[src/rtl/arith_pkg.sv]
// Shared arithmetic-unit definitions: divider state encoding and default operand width.
package arith_pkg;

    localparam int DIV_WIDTH = 4;

    typedef enum logic [1:0] {
        IDLE = 2'd0,
        BUSY = 2'd1,
        DONE = 2'd2
    } div_state_t;

endpackage

[src/rtl/seq_divider_if.sv]
// Request/result bundle between the arithmetic unit and the sequential divider.
interface seq_divider_if
    import arith_pkg::*;
#(
    parameter int N = DIV_WIDTH
);

    logic         start;
    logic [N-1:0] dividend;
    logic [N-1:0] divisor;
    logic         ready;
    logic         done;
    logic [N-1:0] quotient;
    logic [N-1:0] remainder;
    logic         div_by_zero;

    modport master (
        output start, dividend, divisor,
        input  ready, done, quotient, remainder, div_by_zero
    );

    modport slave (
        input  start, dividend, divisor,
        output ready, done, quotient, remainder, div_by_zero
    );

endinterface

[src/rtl/div_sub_step.sv]
// One restoring-division step: trial subtract of the divisor from the shifted partial remainder.
module div_sub_step
    import arith_pkg::*;
#(
    parameter int N = DIV_WIDTH
) (
    input  logic [N:0]   partial,
    input  logic [N-1:0] divisor,
    output logic [N-1:0] rem_next,
    output logic         q_bit
);

    logic [N:0] trial;

    // The partial remainder is always below twice the divisor, so N+1 bits hold
    // the difference and its MSB is the borrow.
    assign trial    = partial - {1'b0, divisor};
    assign q_bit    = ~trial[N];
    assign rem_next = trial[N] ? partial[N-1:0] : trial[N-1:0];

endmodule

[src/rtl/seq_divider.sv]
// Multi-cycle restoring divider, one quotient bit per clock.
// Define DIVIDER_SIGNED_EN for two's-complement operands (magnitude core plus sign fix-up).
module seq_divider
    import arith_pkg::*;
#(
    parameter int N     = DIV_WIDTH,
    parameter int CNT_W = 3
) (
    input logic          clk,
    input logic          rst,
    seq_divider_if.slave bus
);

    div_state_t state, state_next;
    logic              accept;
    logic              zero_div;
    logic [CNT_W-1:0]  cnt;
    logic [N-1:0]      rem;
    logic [N-1:0]      dvd;
    logic [N-1:0]      dsr;
    logic [N-1:0]      quotient_r;
    logic [N-1:0]      remainder_r;
    logic              dz_r;
    logic [N-1:0]      mag_dividend;
    logic [N-1:0]      mag_divisor;
    logic [N-1:0]      rem_next;
    logic              q_bit;
    logic [N-1:0]      q_raw;
    logic [N-1:0]      q_final;
    logic [N-1:0]      r_final;

    assign zero_div = (bus.divisor == '0);

    div_sub_step #(.N(N)) u_step (
        .partial  ({rem, dvd[N-1]}),
        .divisor  (dsr),
        .rem_next (rem_next),
        .q_bit    (q_bit)
    );

    // Quotient bits are shifted into the vacated low end of the dividend register.
    assign q_raw = {dvd[N-2:0], q_bit};

`ifdef DIVIDER_SIGNED_EN
    logic neg_q;
    logic neg_r;

    assign mag_dividend = bus.dividend[N-1] ? -bus.dividend : bus.dividend;
    assign mag_divisor  = bus.divisor[N-1]  ? -bus.divisor  : bus.divisor;
    assign q_final      = neg_q ? -q_raw    : q_raw;
    assign r_final      = neg_r ? -rem_next : rem_next;

    always_ff @(posedge clk or posedge rst) begin
        if (rst) begin
            neg_q <= 1'b0;
            neg_r <= 1'b0;
        end else if (accept) begin
            neg_q <= bus.dividend[N-1] ^ bus.divisor[N-1];
            neg_r <= bus.dividend[N-1];
        end
    end
`else
    assign mag_dividend = bus.dividend;
    assign mag_divisor  = bus.divisor;
    assign q_final      = q_raw;
    assign r_final      = rem_next;
`endif

    always_ff @(posedge clk or posedge rst) begin
        if (rst) state <= IDLE;
        else     state <= state_next;
    end

    always_comb begin
        state_next = state;
        accept     = 1'b0;
        case (state)
            IDLE, DONE: begin
                if (bus.start) begin
                    accept     = 1'b1;
                    state_next = zero_div ? DONE : BUSY;
                end else if (state == DONE) begin
                    state_next = IDLE;
                end
            end
            BUSY: begin
                if (cnt == CNT_W'(1)) state_next = DONE;
            end
            default: state_next = IDLE;
        endcase
    end

    // Results change only when the FSM enters DONE; BUSY leaves the previous ones visible.
    always_ff @(posedge clk or posedge rst) begin
        if (rst) begin
            cnt         <= '0;
            rem         <= '0;
            dvd         <= '0;
            dsr         <= '0;
            quotient_r  <= '0;
            remainder_r <= '0;
            dz_r        <= 1'b0;
        end else if (accept) begin
            if (zero_div) begin
                quotient_r  <= '1;
                remainder_r <= bus.dividend;
                dz_r        <= 1'b1;
            end else begin
                dvd <= mag_dividend;
                dsr <= mag_divisor;
                rem <= '0;
                cnt <= CNT_W'(N);
            end
        end else if (state == BUSY) begin
            dvd <= q_raw;
            rem <= rem_next;
            cnt <= cnt - 1'b1;
            if (cnt == CNT_W'(1)) begin
                quotient_r  <= q_final;
                remainder_r <= r_final;
                dz_r        <= 1'b0;
            end
        end
    end

    assign bus.ready       = (state != BUSY);
    assign bus.done        = (state == DONE);
    assign bus.quotient    = quotient_r;
    assign bus.remainder   = remainder_r;
    assign bus.div_by_zero = dz_r;

endmodule

[src/flat_wrapper.sv]
// flat-port wrapper written by rule: the top's interface ports become plain ports
module seq_divider_flat import arith_pkg::*;
#(
    parameter int N     = DIV_WIDTH,
    parameter int CNT_W = 3
)
  (clk, rst, bus_start, bus_dividend, bus_divisor, bus_ready, bus_done, bus_quotient, bus_remainder, bus_div_by_zero);
  seq_divider_if #(.N(N)) bus_i ();
  input logic clk;
  input logic rst;
  input wire logic [$bits(bus_i.start)-1:0] bus_start;
  input wire logic [$bits(bus_i.dividend)-1:0] bus_dividend;
  input wire logic [$bits(bus_i.divisor)-1:0] bus_divisor;
  output wire logic [$bits(bus_i.ready)-1:0] bus_ready;
  output wire logic [$bits(bus_i.done)-1:0] bus_done;
  output wire logic [$bits(bus_i.quotient)-1:0] bus_quotient;
  output wire logic [$bits(bus_i.remainder)-1:0] bus_remainder;
  output wire logic [$bits(bus_i.div_by_zero)-1:0] bus_div_by_zero;
  assign bus_i.start = bus_start;
  assign bus_i.dividend = bus_dividend;
  assign bus_i.divisor = bus_divisor;
  assign bus_ready = bus_i.ready;
  assign bus_done = bus_i.done;
  assign bus_quotient = bus_i.quotient;
  assign bus_remainder = bus_i.remainder;
  assign bus_div_by_zero = bus_i.div_by_zero;
  seq_divider #(.N(N), .CNT_W(CNT_W)) u_core (.clk(clk), .rst(rst), .bus(bus_i));
endmodule
[config.mk]
export PLATFORM = sky130hd
export DESIGN_NAME = seq_divider_flat
export DESIGN_NICKNAME = d
export VERILOG_FILES = /design/src/rtl/arith_pkg.sv /design/src/rtl/seq_divider_if.sv /design/src/rtl/div_sub_step.sv /design/src/rtl/seq_divider.sv /design/src/flat_wrapper.sv
export SDC_FILE = /design/constraint.sdc
export NUM_CORES = 1
export LEC_CHECK = 0
export CORE_UTILIZATION = 55
export CTS_BUF_LIST = sky130_fd_sc_hd__clkbuf_4 sky130_fd_sc_hd__clkbuf_8
export CTS_CLUSTER_DIAMETER = 200
export DETAILED_ROUTE_END_ITERATION = 10
export PLACE_DENSITY = 0.81
export RECOVER_POWER = 50
export SYNTH_ARGS = -nofsm -noshare
export SYNTH_HDL_FRONTEND = slang
export SYNTH_SLANG_ARGS = --single-unit
[constraint.sdc]
create_clock -name clk -period 2.95 [get_ports clk]
set_clock_uncertainty 0.2 [all_clocks]
set_input_delay 0.7375 -clock clk [delete_from_list [all_inputs] [get_ports clk]]
set_output_delay 0.7375 -clock clk [all_outputs]
set_load 0.01 [all_outputs]
==> impl_results.md, run 1 <==
* Status: finished clean
* FF-to-FF End: u_core.bus.remainder[3]
* Switching portion of total power at 0.420
* Antenna-violating nets left at 0
* Static Leak at ~0.76 nW
* Fin. Hold Viols at 0
* Total congestion overflow at 0
* Die W at between 50 and 60 µm
* Share of cells above drive strength 1 at 0.0756
* Worst reg2reg setup slack at roughly 230 ps
* Synth Register Bits at 26
* Flop pwr share at 0.310
* Top-count cell post-synth: dfrtp_1
* Antenna Cells at 0
* Critical path arrival at roughly 1900 ps
* Synth Net Count at 166
* Seq/Total Area, Yosys at 0.449
* Post-synth design cell area at 1450 µm²
* Routed wire length at about 3200 µm
* Maxcap violations at 0
* Xor and xnor fraction of the mapped netlist area at 0.0182
* Final #Nets at about 190
* Starting Density at 0.584
* Max frequency at 0.359 GHz
* R2R cell count at 8
* Post-DP HPWL at 2360 µm
* Clock latency on the worst-skew pair at 320 ps
* Drt via density at roughly 5.9
* Slew Limit Fails at 0
* Core Box Area at 2480 µm²
* Critical path type: reg2out
* CP max FO at 6
* Area Growth Syn to Fin at 19.8%
* DR iter-0 viols at 27
* Simple-gate share of the synthesized area at 0.217
* Post-synth top cells: dfrtp_1, nand2_1, nor2_1, inv_1
* Largest family of logic cells by synthesized area: simple AND/OR/NAND/NOR gates
* Number of remaining DRC errors at 0
* DP Cell Count at between 150 and 200
* Synth area leader: dfrtp_1
* Pin count of the biggest net entering global routing at 27
* Clock-pin slew on the worst setup and hold paths at 150 ps
* DRT Pass-1 Iters at 4
* Worst setup SP type: register
* I/O Pins at 22
* Hold EP: u_core.bus.quotient[3]
* Ys async rst share at 1.00
* Post-CTS setup buffer count at 0
* Hold depth at 2
* Setup-failing EPs final at 0
* H-tree depth at 1
* Number of global-route vias before repair at between 1000 and 1500
* Min-Delay Path Class: reg2reg
* Mux contribution to synthesized area at 0.0173
* Root Buffer: clkbuf_4
* CP endpoint kind: output pin
* PwrDens at 1240 nW/µm²
* EDFF count, synth at 0
* NetSw at about 900 µW
* HP Start: u_core.bus.quotient[3]
* First-pass GRT wire length at just over 5000 µm
* Mapped Cells at 148
* RR Startpoint: u_core.dvd[3]
* Yosys warns at 0
* Compound-Gate Fraction of Synth Area at 0.187
* Comb pwr share at 0.575
* Synth unique cells at 44
* Power Internal at 1.24 mW
* Fillcell total at roughly 200
* Setup TNS at 0 ps
* Slew HR at 0.0781
* Die ar. at 2840 µm²
* Share of the synthesized area in the top cell type at 0.449
* Drt wl/cell at 15.6 µm
* CTS tree: done
* Min Tclk post-route at 2780 ps
* Maximum root-to-sink buffer count at 2
* Routed via count at 1183
* IO Port Bufs at 21
* Die height at between 50 and 60 µm
* Clk sink count at 26
* Non-Filler Instances at 202
* Worst vdd ir at 667 µV
* Antenna violations before repair at 0
* Gpl congestion at 0.790
* Top_reg_cell synth: dfrtp_1
* Req. time, crit path at 2010 ps
* Part of the cycle the worst path needs at 0.943
* RSZ-0062 raised after global routing: no
* Clock share of power at 0.115
* CTS Buf Count at 3
* Mapped Avg Cell Area at 9.78 µm²
* Power, Total at approximately 2.1 mW
* Post-CTS resize count at 0
* # rows at 18
* Least-Margin Pin Slew at 1380 ps
* Overall Global Routing Usage at 0.251
* Adder-cell share of the synthesized area at 0.0657
* Hold Buf Count CTS at 0
* Area contributors post-synth: dfrtp_1, ha_1, nand2_1, nor2_1, o211ai_1
==> cell type report <==
cell class                      instances  area [µm²]  share of cell area
Tap cell                               30        37.5              0.0216
Inverter                                9        33.8              0.0195
Sequential cell                        26         651               0.375
Clock buffer                            3        22.5              0.0130
Timing Repair Buffer                   25         233               0.134
Clock inverter                          1        30.0              0.0173
Multi-Input combinational cell        108         727               0.419
==> layout by cell type, fill, tap and decap left out, types with 2 or more instances in the layout <==
cell | Yosys | final
clkbuf_1 | 0 | 2
inv_1 | 9 | 9
o211ai_1 | 6 | 6
nand2_1 | 19 | 19
xnor2_1 | 2 | 2
nor2b_1 | 5 | 5
nor2_1 | 12 | 12
nand2b_1 | 2 | 2
clkdlybuf4s50_1 | 0 | 19
a21o_1 | 2 | 2
nand2_8 | 2 | 2
o21ai_0 | 7 | 7
clkbuf_4 | 0 | 3
a21oi_1 | 7 | 7
a22o_1 | 3 | 3
nand3_1 | 6 | 6
a31oi_1 | 5 | 5
or4_1 | 1 | 2
dlygate4sd3_1 | 0 | 2
ha_1 | 6 | 6
dfrtp_1 | 26 | 26
buf_4 | 1 | 2
==> worst max-delay path, stage by stage, from the launching register on <==
cell and delay (ps):
dfrtp_1 430, and2b_2 260, inv_1 240, clkdlybuf4s50_1 590
==> power groups by stage <==
stage          clock [mW]  sequential, mW  combinational (mW)
6_report            0.247           0.664                1.23
5_1_grt             0.267           0.687                1.36
4_1_cts             0.248           0.663                1.24
3_5_place_dp            0           0.669                1.22
3_3_place_gp            0           0.660                1.16
2_1_floorplan           0           0.658               0.894
==> registers in the layout (all words and copies together) (netlist names) <==
signal	flops
u_core.bus.div_by_zero	1
u_core.bus.quotient	4
u_core.bus.remainder	4
u_core.cnt	3
u_core.dsr	4
u_core.dvd	4
u_core.rem	4
u_core.state	2
==> metal layers <==
metal / routed length, µm / global-route usage / share of wire
met5: 0 / 0 / 0
met4: 23 / 0.0614 / 0.0073
met3: 132 / 0.0431 / 0.042
met2: 1600 / 0.442 / 0.51
met1: 1400 / 0.314 / 0.44
==> logic make-up after synthesis <==
group | count (synthesis)
and+or+nand+nor | 57
AOI/OAI and AO/OA | 39
DFF | 26
buffers and inverters | 14
adders and majority gates | 7
xor gates and xnor gates | 3
muxes | 2
==> stage by stage <==
step	hold slack [ps]	util	setup slack [ps]	area [µm²]
after floorplan	266	-	648	1450
after global placement	287	0.683	334	1690
after detailed placement	296	0.683	280	1690
after CTS	333	0.705	166	1750
after global routing	356	0.700	76.0	1730
final	328	0.700	167	1730
==> how the worst max path moves through the flow <==
stage / start / to / slack (ps) / depth (start not counted)
3_3_place_gp: bus_divisor[0] / u_core.rem[1] / 330 / 5
6_report: u_core.state[0] / bus_ready / 170 / 3
2_1_floorplan: u_core.dvd[3] / u_core.bus.remainder[3] / 650 / 9
3_5_place_dp: u_core.dvd[3] / u_core.bus.remainder[3] / 280 / 8
5_1_grt: u_core.dvd[3] / u_core.bus.remainder[3] / 80 / 8
4_1_cts: u_core.state[0] / bus_ready / 170 / 3
(Power assumes the default switching activity.)
==> run 2: changes to the inputs <==
CAP_MARGIN = 20   (was default)
==> results of run 2 <==
The final DEF is identical to that of run 1; final timing and power are the same.
